File: config.mk
export PLATFORM = sky130hd
export DESIGN_NAME = csi_rx_lane_delay_cal
export DESIGN_NICKNAME = d
export VERILOG_FILES = /design/src/rtl/csi_rx_lane_delay_cal.sv
export SDC_FILE = /design/constraint.sdc
export NUM_CORES = 1
export LEC_CHECK = 0
export BUFFER_PORTS_ARGS = -buffer_cell sky130_fd_sc_hd__buf_2
export CAP_MARGIN = 20
export CORE_ASPECT_RATIO = 1.5
export CORE_MARGIN = 3
export CORE_UTILIZATION = 55
export DETAILED_ROUTE_END_ITERATION = 6
export PLACE_DENSITY = 0.85
export SYNTH_ARGS = -nofsm -noshare
export SYNTH_HDL_FRONTEND = slang
export SYNTH_SLANG_ARGS = --single-unit
File: constraint.sdc
create_clock -name byte_clock -period 2.6 [get_ports byte_clock]
set_clock_uncertainty 0.05 [all_clocks]
set_input_delay 0.26 -clock byte_clock [delete_from_list [all_inputs] [get_ports byte_clock]]
set_output_delay 0.26 -clock byte_clock [all_outputs]
set_load 0.02 [all_outputs]
File: src/rtl/csi_rx_lane_delay_cal.sv
// Per-lane IDELAY tap sweep: scores every tap by HS sync-word hits, finds the widest
// passing eye on each lane and loads its centre tap back into the lane PHY.
module csi_rx_lane_delay_cal #(
    parameter int         NUM_LANES     = 2,
    parameter int         TAP_BITS      = 5,
    parameter int         SETTLE_CYCLES = 8,
    parameter int         DWELL_CYCLES  = 256,
    parameter int         MIN_HITS      = 4,
    parameter logic [7:0] SYNC_WORD     = 8'hB8,
    parameter int         MIN_EYE       = 4,
    parameter int         DEFAULT_TAP   = 0
) (
    input  logic                               byte_clock,
    input  logic                               reset,
    input  logic                               cal_start,
    input  logic [NUM_LANES*8-1:0]             deser_in,
    output logic [NUM_LANES-1:0]               load,
    output logic [NUM_LANES*TAP_BITS-1:0]      delay_in,
    output logic                               cal_busy,
    output logic                               cal_done,
    output logic [NUM_LANES-1:0]               lane_locked,
    output logic [NUM_LANES*(TAP_BITS+1)-1:0]  eye_width
);

    localparam int HIT_W   = $clog2(DWELL_CYCLES + 1);
    localparam int CNT_MAX = (DWELL_CYCLES > SETTLE_CYCLES) ? DWELL_CYCLES : SETTLE_CYCLES;
    localparam int CNT_W   = $clog2(CNT_MAX + 1);

    localparam logic [TAP_BITS-1:0] TAP_MAX_L   = '1;
    localparam logic [TAP_BITS-1:0] DEF_TAP     = TAP_BITS'(DEFAULT_TAP);
    localparam logic [TAP_BITS:0]   MIN_EYE_L   = (TAP_BITS+1)'(MIN_EYE);
    localparam logic [TAP_BITS:0]   RL_ONE      = (TAP_BITS+1)'(1);
    localparam logic [HIT_W-1:0]    MIN_HITS_L  = HIT_W'(MIN_HITS);
    localparam logic [HIT_W-1:0]    HIT_ONE     = HIT_W'(1);
    localparam logic [CNT_W-1:0]    CNT_ONE     = CNT_W'(1);
    localparam logic [CNT_W-1:0]    SETTLE_LAST = CNT_W'(SETTLE_CYCLES - 1);
    localparam logic [CNT_W-1:0]    DWELL_LAST  = CNT_W'(DWELL_CYCLES - 1);

    typedef enum logic [2:0] {
        S_IDLE, S_LOAD, S_SETTLE, S_DWELL, S_EVAL, S_APPLY, S_DONE
    } state_t;

    state_t                state_q, state_d;
    logic [TAP_BITS-1:0]   tap_q, tap_d;
    logic [CNT_W-1:0]      cnt_q, cnt_d;
    logic [NUM_LANES-1:0]  locked_q, locked_d;

    logic [7:0]            prev_q       [NUM_LANES];
    logic [7:0]            prev_d       [NUM_LANES];
    logic [HIT_W-1:0]      hits_q       [NUM_LANES];
    logic [HIT_W-1:0]      hits_d       [NUM_LANES];
    logic [TAP_BITS:0]     run_len_q    [NUM_LANES];
    logic [TAP_BITS:0]     run_len_d    [NUM_LANES];
    logic [TAP_BITS-1:0]   run_start_q  [NUM_LANES];
    logic [TAP_BITS-1:0]   run_start_d  [NUM_LANES];
    logic [TAP_BITS:0]     best_len_q   [NUM_LANES];
    logic [TAP_BITS:0]     best_len_d   [NUM_LANES];
    logic [TAP_BITS-1:0]   best_start_q [NUM_LANES];
    logic [TAP_BITS-1:0]   best_start_d [NUM_LANES];
    logic [TAP_BITS-1:0]   delay_q      [NUM_LANES];
    logic [TAP_BITS-1:0]   delay_d      [NUM_LANES];
    logic [TAP_BITS:0]     eye_q        [NUM_LANES];
    logic [TAP_BITS:0]     eye_d        [NUM_LANES];

    logic                  lane_pass    [NUM_LANES];
    logic                  run_close    [NUM_LANES];
    logic [TAP_BITS:0]     run_len_n    [NUM_LANES];
    logic [TAP_BITS-1:0]   run_start_n  [NUM_LANES];
    logic [TAP_BITS-1:0]   apply_tap    [NUM_LANES];

    // The sync word may straddle the byte boundary, so search every bit offset of {cur,prev}.
    function automatic logic sync_hit(input logic [7:0] cur, input logic [7:0] prev);
        logic [15:0] w;
        w = {cur, prev};
        sync_hit = 1'b0;
        for (int o = 0; o < 8; o++) begin
            if (w[o +: 8] == SYNC_WORD) sync_hit = 1'b1;
        end
    endfunction

    always_comb begin
        for (int i = 0; i < NUM_LANES; i++) begin
            lane_pass[i]   = (hits_q[i] >= MIN_HITS_L);
            run_start_n[i] = (lane_pass[i] && run_len_q[i] == '0) ? tap_q : run_start_q[i];
            run_len_n[i]   = lane_pass[i] ? run_len_q[i] + RL_ONE : run_len_q[i];
            run_close[i]   = !lane_pass[i] || (tap_q == TAP_MAX_L);
            apply_tap[i]   = (best_len_q[i] >= MIN_EYE_L)
                           ? best_start_q[i] + TAP_BITS'(best_len_q[i] >> 1) : DEF_TAP;
        end
    end

    always_comb begin
        state_d  = state_q;
        tap_d    = tap_q;
        cnt_d    = cnt_q;
        locked_d = locked_q;
        for (int i = 0; i < NUM_LANES; i++) begin
            prev_d[i]       = deser_in[8*i +: 8];
            hits_d[i]       = hits_q[i];
            run_len_d[i]    = run_len_q[i];
            run_start_d[i]  = run_start_q[i];
            best_len_d[i]   = best_len_q[i];
            best_start_d[i] = best_start_q[i];
            delay_d[i]      = delay_q[i];
            eye_d[i]        = eye_q[i];
        end
        case (state_q)
            S_IDLE: begin
                if (cal_start) begin
                    tap_d    = '0;
                    cnt_d    = '0;
                    locked_d = '0;
                    for (int i = 0; i < NUM_LANES; i++) begin
                        run_len_d[i]    = '0;
                        run_start_d[i]  = '0;
                        best_len_d[i]   = '0;
                        best_start_d[i] = '0;
                        eye_d[i]        = '0;
                    end
                    state_d = S_LOAD;
                end
            end
            S_LOAD: begin
                cnt_d = '0;
                for (int i = 0; i < NUM_LANES; i++) begin
                    delay_d[i] = tap_q;
                    hits_d[i]  = '0;
                end
                state_d = S_SETTLE;
            end
            S_SETTLE: begin
                if (cnt_q == SETTLE_LAST) begin
                    cnt_d   = '0;
                    state_d = S_DWELL;
                end else begin
                    cnt_d = cnt_q + CNT_ONE;
                end
            end
            S_DWELL: begin
                for (int i = 0; i < NUM_LANES; i++) begin
                    if (sync_hit(deser_in[8*i +: 8], prev_q[i]) && hits_q[i] != '1)
                        hits_d[i] = hits_q[i] + HIT_ONE;
                end
                if (cnt_q == DWELL_LAST) begin
                    cnt_d   = '0;
                    state_d = S_EVAL;
                end else begin
                    cnt_d = cnt_q + CNT_ONE;
                end
            end
            S_EVAL: begin
                // Strict compare on close keeps the earliest of equally wide eyes.
                for (int i = 0; i < NUM_LANES; i++) begin
                    run_start_d[i] = run_start_n[i];
                    run_len_d[i]   = lane_pass[i] ? run_len_n[i] : '0;
                    if (run_close[i] && run_len_n[i] > best_len_q[i]) begin
                        best_start_d[i] = run_start_n[i];
                        best_len_d[i]   = run_len_n[i];
                    end
                end
                if (tap_q == TAP_MAX_L) begin
                    state_d = S_APPLY;
                end else begin
                    tap_d   = tap_q + TAP_BITS'(1);
                    state_d = S_LOAD;
                end
            end
            S_APPLY: begin
                for (int i = 0; i < NUM_LANES; i++) begin
                    delay_d[i]  = apply_tap[i];
                    locked_d[i] = (best_len_q[i] >= MIN_EYE_L);
                    eye_d[i]    = best_len_q[i];
                end
                state_d = S_DONE;
            end
            S_DONE:  state_d = S_IDLE;
            default: state_d = S_IDLE;
        endcase
    end

    always_ff @(posedge byte_clock) begin
        if (reset) begin
            state_q  <= S_IDLE;
            tap_q    <= '0;
            cnt_q    <= '0;
            locked_q <= '0;
            for (int i = 0; i < NUM_LANES; i++) begin
                prev_q[i]       <= '0;
                hits_q[i]       <= '0;
                run_len_q[i]    <= '0;
                run_start_q[i]  <= '0;
                best_len_q[i]   <= '0;
                best_start_q[i] <= '0;
                delay_q[i]      <= DEF_TAP;
                eye_q[i]        <= '0;
            end
        end else begin
            state_q  <= state_d;
            tap_q    <= tap_d;
            cnt_q    <= cnt_d;
            locked_q <= locked_d;
            for (int i = 0; i < NUM_LANES; i++) begin
                prev_q[i]       <= prev_d[i];
                hits_q[i]       <= hits_d[i];
                run_len_q[i]    <= run_len_d[i];
                run_start_q[i]  <= run_start_d[i];
                best_len_q[i]   <= best_len_d[i];
                best_start_q[i] <= best_start_d[i];
                delay_q[i]      <= delay_d[i];
                eye_q[i]        <= eye_d[i];
            end
        end
    end

    assign cal_busy    = (state_q != S_IDLE) && (state_q != S_DONE);
    assign cal_done    = (state_q == S_DONE);
    assign lane_locked = locked_q;

    always_comb begin
        load      = '0;
        delay_in  = '0;
        eye_width = '0;
        if (state_q == S_LOAD || state_q == S_APPLY) load = '1;
        for (int i = 0; i < NUM_LANES; i++) begin
            case (state_q)
                S_LOAD:  delay_in[TAP_BITS*i +: TAP_BITS] = tap_q;
                S_APPLY: delay_in[TAP_BITS*i +: TAP_BITS] = apply_tap[i];
                default: delay_in[TAP_BITS*i +: TAP_BITS] = delay_q[i];
            endcase
            eye_width[(TAP_BITS+1)*i +: (TAP_BITS+1)] = eye_q[i];
        end
    end

endmodule

# --- After elaboration in Yosys (flattened, before gate mapping) ---
# Memories as Yosys holds them, arrays and structs flattened.
# Cells that the tools add are included.
word_totals:
  out_inout_bits: 28
  ramBits: 100
  ff_bits: 19
  elab_cells: 177
  input_bits: 19
  n_memories: 8
classes:
  add_sub_neg: 8
  order_cmp: 6
  eq_ne: 32
  n_mux: 80
  n_bitwise: 16
  n_reduce_logical: 23
memory_table:
  columns: ["memory", "depth", "width", "rd", "rd_ports_with_merged_regs", "write_ports", "line", "text"]
  rows:
  - ["hits_q", 2, 9, 2, 0, 2, "50", "logic [HIT_W-1:0] hits_q [NUM_LANES];"]
  - ["prev_q", 2, 8, 2, 0, 2, "48", "logic [7:0] prev_q [NUM_LANES];"]
  - ["best_len_q", 2, 6, 2, 0, 2, "56", "logic [TAP_BITS:0] best_len_q [NUM_LANES];"]
  - ["eye_q", 2, 6, 2, 0, 2, "62", "logic [TAP_BITS:0] eye_q [NUM_LANES];"]
  - ["run_len_q", 2, 6, 2, 0, 2, "52", "logic [TAP_BITS:0] run_len_q [NUM_LANES];"]
  - ["best_start_q", 2, 5, 2, 0, 2, "58", "logic [TAP_BITS-1:0] best_start_q [NUM_LANES];"]
  - ["+2 memories", null, null, null, null, null, null, null]
ops:
  columns: ["op", "n"]
  rows:
  - ["$eq A8 B8 Y1 const B", 16]
  - ["$mux W6", 12]
  - ["$pmux W12 S2", 3]
  - ["$mux W5", 14]
  - ["$mux W9", 7]
  - ["$pmux W10 S2", 3]
  - ["$mux W12", 3]
  - ["$pmux W18 S2", 1]
  - ["$pmux W9 S4", 1]
  - ["$pmux W5 S2", 3]
  - ["$add A9 B1 Y9 const B", 3]
  - ["$mux W1", 21]
  - ["$mux W10", 2]
  - ["$ge A9 B3 Y1 const B", 2]
  - ["$ne A9 B9 Y1 const B", 2]
  - ["$pmux W3 S6", 1]
  - ["$mux W8", 2]
  - ["$or A1 B1 Y1", 16]
  - ["$add A6 B1 Y6 const B", 2]
  - ["$ge A6 B3 Y1 const B", 2]
  - ["$gt A6 B6 Y1", 2]
  - ["$logic_not A6 Y1", 2]
  - ["$mux W3", 4]
  - ["$add A5 B5 Y5", 2]
  - ["other kinds (20)", 39]

# --- Depth between registers and ports, before layout ---
depth:
  depth_word: 14
  ltp_mapped: 14
  ltp_nobuf: 12

# --- Least setup slack after synthesis ---
# OpenSTA, ideal clock, no wires.
synth_timing:
  kind: "register to register"
  start: "mem hits_q[0][5] (netlist name)"
  end: "mem best_len_q[0][3] (netlist name)"
  setup_ns: 0.070
  arrival_ns: 2.661
  path_buffers: 3
  required_time_ns: 2.480
  path_slack_ns: -0.182
  path_stages_with_launch: 14
  period_less_slack_ns: 2.782
  cell_sequence: "dfxtp_1 -> nor4_4 -> nand2_1 -> buf_2 -> o21ai_0 -> ha_1 -> nor2b_1 -> o21a_1 -> o21a_1 -> o41ai_2 -> buf_2 -> buf_4 -> nand3_1 -> a21oi_1"
synth_rtl:
  columns: ["item", "line"]
  rows:
  - ["start: declaration", "50"]
  - ["end: declaration", "56"]

==> impl_summary.log <==
[metrics] Critical Path Fanout Max: 5
[metrics] starting DRC count in detailed routing: 699
[metrics] area of placed instances: 0.007042 mm^2
[metrics] clock latency at the later pin of the worst-skew pair: 430 ps
[metrics] instance count of the mapped netlist: 759
[metrics] routed len/inst: 20.18 um
[metrics] number of antenna violations at the first check in global routing: 0
[metrics] cell at the root of the clock tree: sky130_fd_sc_hd__clkbuf_16
[metrics] utilization after layout: 72.96%
[metrics] Total Power: 4.357 mW
[metrics] global placer's final weighted congestion: 0.9408
[metrics] nature of the critical path endpoint: register
[metrics] internal portion of total power: 3.311 mW
[metrics] combinational share of power: 6.6%
[metrics] switch share: 24.00%
[metrics] Max stage delay cell, worst path: sky130_fd_sc_hd__nor3_1
[metrics] DR top layer: met4
[metrics] # nets final: 923
[metrics] crit-path leading delay family: simple AND/OR/NAND/NOR gates
[metrics] vias per cell: 6.362
[metrics] core area: 0.01117 mm^2
[metrics] global-route wire length before repair: 31370 um
[metrics] relative max-transition margin: 42.16%
[metrics] Cell Chain, Critical Path: nor3_1, nand2_2, nand4_1, xnor2_2, ha_4, o21a_1, o22ai_2, nor3_2, o41ai_4, buf_4, buf_6, nand3b_1, a21oi_1
[metrics] Fmax achieved: 0.3206 GHz
[metrics] GRT Residual Overflow: 0
[metrics] clock-pin slew on the worst setup and hold paths: 60 ps
[metrics] clock buffer count from CTS: 17
[metrics] Final Max Slew Viols: 0
[metrics] Initial Util: 57.23%
[metrics] R2R Setup Slk: -520 ps
[metrics] Syn-to-layout area delta: 27.47%
[metrics] NetSw: 1.046 mW
[metrics] final critical path time including I/O delays and setup: 3119 ps
[metrics] Row Count: 47
[metrics] H-tree levels: 4
[metrics] die span in x: 94.04 um
[metrics] maximum root-to-sink buffer count: 2
[metrics] portion of total power attributed to sequential cells: 42.6%
[metrics] total wire length: 20680 um
[metrics] all-layer global routing usage: 30.45%
[metrics] CP Data Arrival Time: 3400 ps
[metrics] layout filler cell count: 766
[metrics] mapped cell area: 0.006395 mm^2
[metrics] Ant. Diodes: 0
[metrics] Yosys top cell by area: sky130_fd_sc_hd__dfxtp_1
[metrics] TritonCTS clock tree: built
[metrics] run status: finished with violations
[metrics] Max Cap Violations: 0
[metrics] number of flops mapped to enable cells by yosys: 0
[metrics] highest cell delay on the worst timing path: 400 ps
[metrics] critical path data required time: 2880 ps
[metrics] RSZ-0062 raised after global routing: yes
[metrics] Net Count, Synth: 817
[metrics] average footprint of a synthesized cell: 8.425 um^2
[metrics] final worst path period share: 120.0%
[metrics] Worst Path Class, Setup: register to register
[metrics] number of different library cells in the post-synthesis netlist: 70
[metrics] most common cell after layout, fill and taps aside: sky130_fd_sc_hd__dfxtp_1
[metrics] Hold Worst Slack: -3.407 ps
[metrics] final worst slack: -519.4 ps
[metrics] total DRC errors in the routed layout: 0
[metrics] y dimension of the die: 138.1 um
[metrics] top post-synthesis cells by area: sky130_fd_sc_hd__dfxtp_1 (37%), sky130_fd_sc_hd__ha_1 (7.2%), sky130_fd_sc_hd__a21oi_1 (5.7%), sky130_fd_sc_hd__nor2_1 (3.9%), sky130_fd_sc_hd__nand2_1 (3.6%)
[metrics] most frequent cells in the layout: sky130_fd_sc_hd__dfxtp_1 (99), sky130_fd_sc_hd__buf_4 (74), sky130_fd_sc_hd__nor2_1 (65)
[metrics] ports placed on the boundary: 47
[metrics] launching element type of the critical path: register
[metrics] count of TritonRoute iterations in the first routing pass: 6
[metrics] DRT met1 WL: 7287 um
[metrics] area occupied by registers: 0.002410 mm^2
[metrics] Async S/R FF share, synth: 0%
[metrics] total negative setup slack: -4914 ps
[metrics] Leak Pwr: 3.453 nW
[metrics] #FFs+latches synth: 119
[metrics] slew at the pin with the worst max-slew slack: 865.8 ps
[metrics] via count: 6521
[metrics] Seq/Total Area, Yosys: 37.25%
[metrics] maximum number of pins on one net before global-route repair: 46
[metrics] Setup-failing EPs final: 23
[metrics] via count of the first global-routing pass: 6484
[metrics] I/O Buffers: 46
[metrics] Pwr per Cell Area: 534.5 mW/mm^2
[metrics] Worst VDD drop: 0.5802 mV
[metrics] finished layout cell area: 0.008152 mm^2
[metrics] Num Clock Sinks: 119
[metrics] share of the synthesized area in the top cell type: 37.25%
[metrics] Setup WS pre-CTS: -191.5 ps
[metrics] fraction of power consumed by the clock network: 50.8%
[metrics] Total Die Area: 0.01298 mm^2
[metrics] routed length on met3: 1670 um
[metrics] met2 WL post-DR: 10210 um
[metrics] half-perimeter wire length of the detailed placement result: 12650 um
[metrics] share of layout cells above drive strength 1: 27.56%
[metrics] Top FF cell, synth: sky130_fd_sc_hd__dfxtp_1
[metrics] footprint of the multi-input gates: 0.004003 mm^2
[metrics] count of synthesis-stage warnings from yosys: 0
[metrics] violations in the final reports: negative hold slack, negative setup slack
[metrics] number of failing hold endpoints at the final stage: 1
[metrics] Tightest Hold Check Type: primary input to register
[metrics] buffering stage count on the worst path with inverters included: 2
[metrics] number of routed nets with antenna violations: 0
==> final timing paths <==
kind / start / end / depth (start not counted)
max: hits_q[0][2]$_SDFFE_PP0P_ / best_len_q[0][5]$_SDFFE_PP0P_ / 13
min: deser_in[7] / prev_q[0][7]$_SDFF_PP0_ / 2
max reg2reg: hits_q[0][2]$_SDFFE_PP0P_ / best_len_q[0][5]$_SDFFE_PP0P_ / 13
min reg2reg: eye_q[0][8]$_SDFFE_PP0P_ / eye_q[0][8]$_SDFFE_PP0P_ / 2
==> state kept, by name, indices dropped and copies added, names as in the netlist <==
signal,cells
cnt_q,9
state_q,3
run_len_q,12
hits_q,18
best_start_q,10
lane_locked,2
run_start_q,10
eye_q,12
tap_q,5
delay_q,10
prev_q,16
best_len_q,12
==> cells in the mapped netlist, types with 5 or more instances <==
master and count:
sky130_fd_sc_hd__dfxtp_1 119, sky130_fd_sc_hd__a21oi_1 73, sky130_fd_sc_hd__nor2_1 67, sky130_fd_sc_hd__nand2_1 62, sky130_fd_sc_hd__nand3_1 44, sky130_fd_sc_hd__ha_1 37
sky130_fd_sc_hd__inv_1 37, sky130_fd_sc_hd__clkbuf_1 26, sky130_fd_sc_hd__o21ai_0 23, sky130_fd_sc_hd__nor2b_1 22, sky130_fd_sc_hd__mux2i_1 17, sky130_fd_sc_hd__or3_1 15
sky130_fd_sc_hd__and2_1 14, sky130_fd_sc_hd__nor4bb_1 14, sky130_fd_sc_hd__o21ai_1 12, sky130_fd_sc_hd__and3_1 10, sky130_fd_sc_hd__nor3_1 10, sky130_fd_sc_hd__xnor2_1 10
sky130_fd_sc_hd__nor3b_1 9, sky130_fd_sc_hd__a31oi_1 8, sky130_fd_sc_hd__xor2_1 8, sky130_fd_sc_hd__a21o_1 7, sky130_fd_sc_hd__buf_2 7, sky130_fd_sc_hd__a221o_1 6
sky130_fd_sc_hd__a22oi_1 6, sky130_fd_sc_hd__nand3b_1 6, sky130_fd_sc_hd__nand4_1 6, sky130_fd_sc_hd__o21a_1 6, sky130_fd_sc_hd__a2bb2oi_1 5, sky130_fd_sc_hd__nor4_1 5
sky130_fd_sc_hd__or4_1 5
==> power by group through the flow <==
stage	sequential [mW]	clock (mW)	combinational (mW)
finish	1.86	2.21	0.288
global route	1.86	2.29	0.308
CTS	1.86	2.19	0.273
detailed placement	1.90	0	0.267
global placement	1.89	0	0.259
floorplan	1.89	0	0.181
==> worst reg2reg max path: stages (launching register included) <==
cell                       delay, ps
sky130_fd_sc_hd__dfxtp_1         320
sky130_fd_sc_hd__nor3_1          400
sky130_fd_sc_hd__nand2_2         180
sky130_fd_sc_hd__nand4_1         210
sky130_fd_sc_hd__xnor2_2         130
sky130_fd_sc_hd__ha_4            300
sky130_fd_sc_hd__o21a_1          220
sky130_fd_sc_hd__o22ai_2         130
sky130_fd_sc_hd__nor3_2          230
sky130_fd_sc_hd__o41ai_4         130
sky130_fd_sc_hd__buf_4           170
sky130_fd_sc_hd__buf_6           120
sky130_fd_sc_hd__nand3b_1        180
sky130_fd_sc_hd__a21oi_1         240
==> logic make-up after synthesis <==
family / after synthesis / synth area share [%]
AOI/OAI and AO/OA: 170 / 16.69
xor gates and xnor gates: 18 / 2.465
adders and majority gates: 39 / 7.865
buffers and inverters: 76 / 4.891
DFF: 119 / 37.25
muxes: 20 / 3.189
and+or+nand+nor: 317 / 27.65
==> routing by layer <==
layer	GRT usage, %	up-vias
li1	-	2921
met1	32.21	3080
met2	52.15	388
met3	6.902	132
met4	21.23	0
met5	0	-
==> final cells by class <==
cell class / instances / area share (%)
Multi-Input combinational cell: 564 / 49.10
Sequential cell: 119 / 29.56
Timing Repair Buffer: 125 / 10.54
Clock buffer: 23 / 5.863
Tap cell: 147 / 2.256
Inverter: 38 / 1.750
Clock inverter: 9 / 0.9210
==> repair_timing <==
action,4_1_cts,5_1_grt
gates cloned,1,1
pin swaps,23,32
buffers inserted,15,10
hold endpoints to repair,1,0
endpoints found under the setup margin,27,33
gates resized for setup,46,46
hold buffers,1,0
==> through the flow <==
step	cells	hold slack, ps
global placement	966	400.0
detailed placement	966	406.8
CTS	1015	5.146
global route	1025	20.43
finish	1025	-3.407
floorplan	759	338.2
Note: power is estimated with default switching activity, not from simulation.
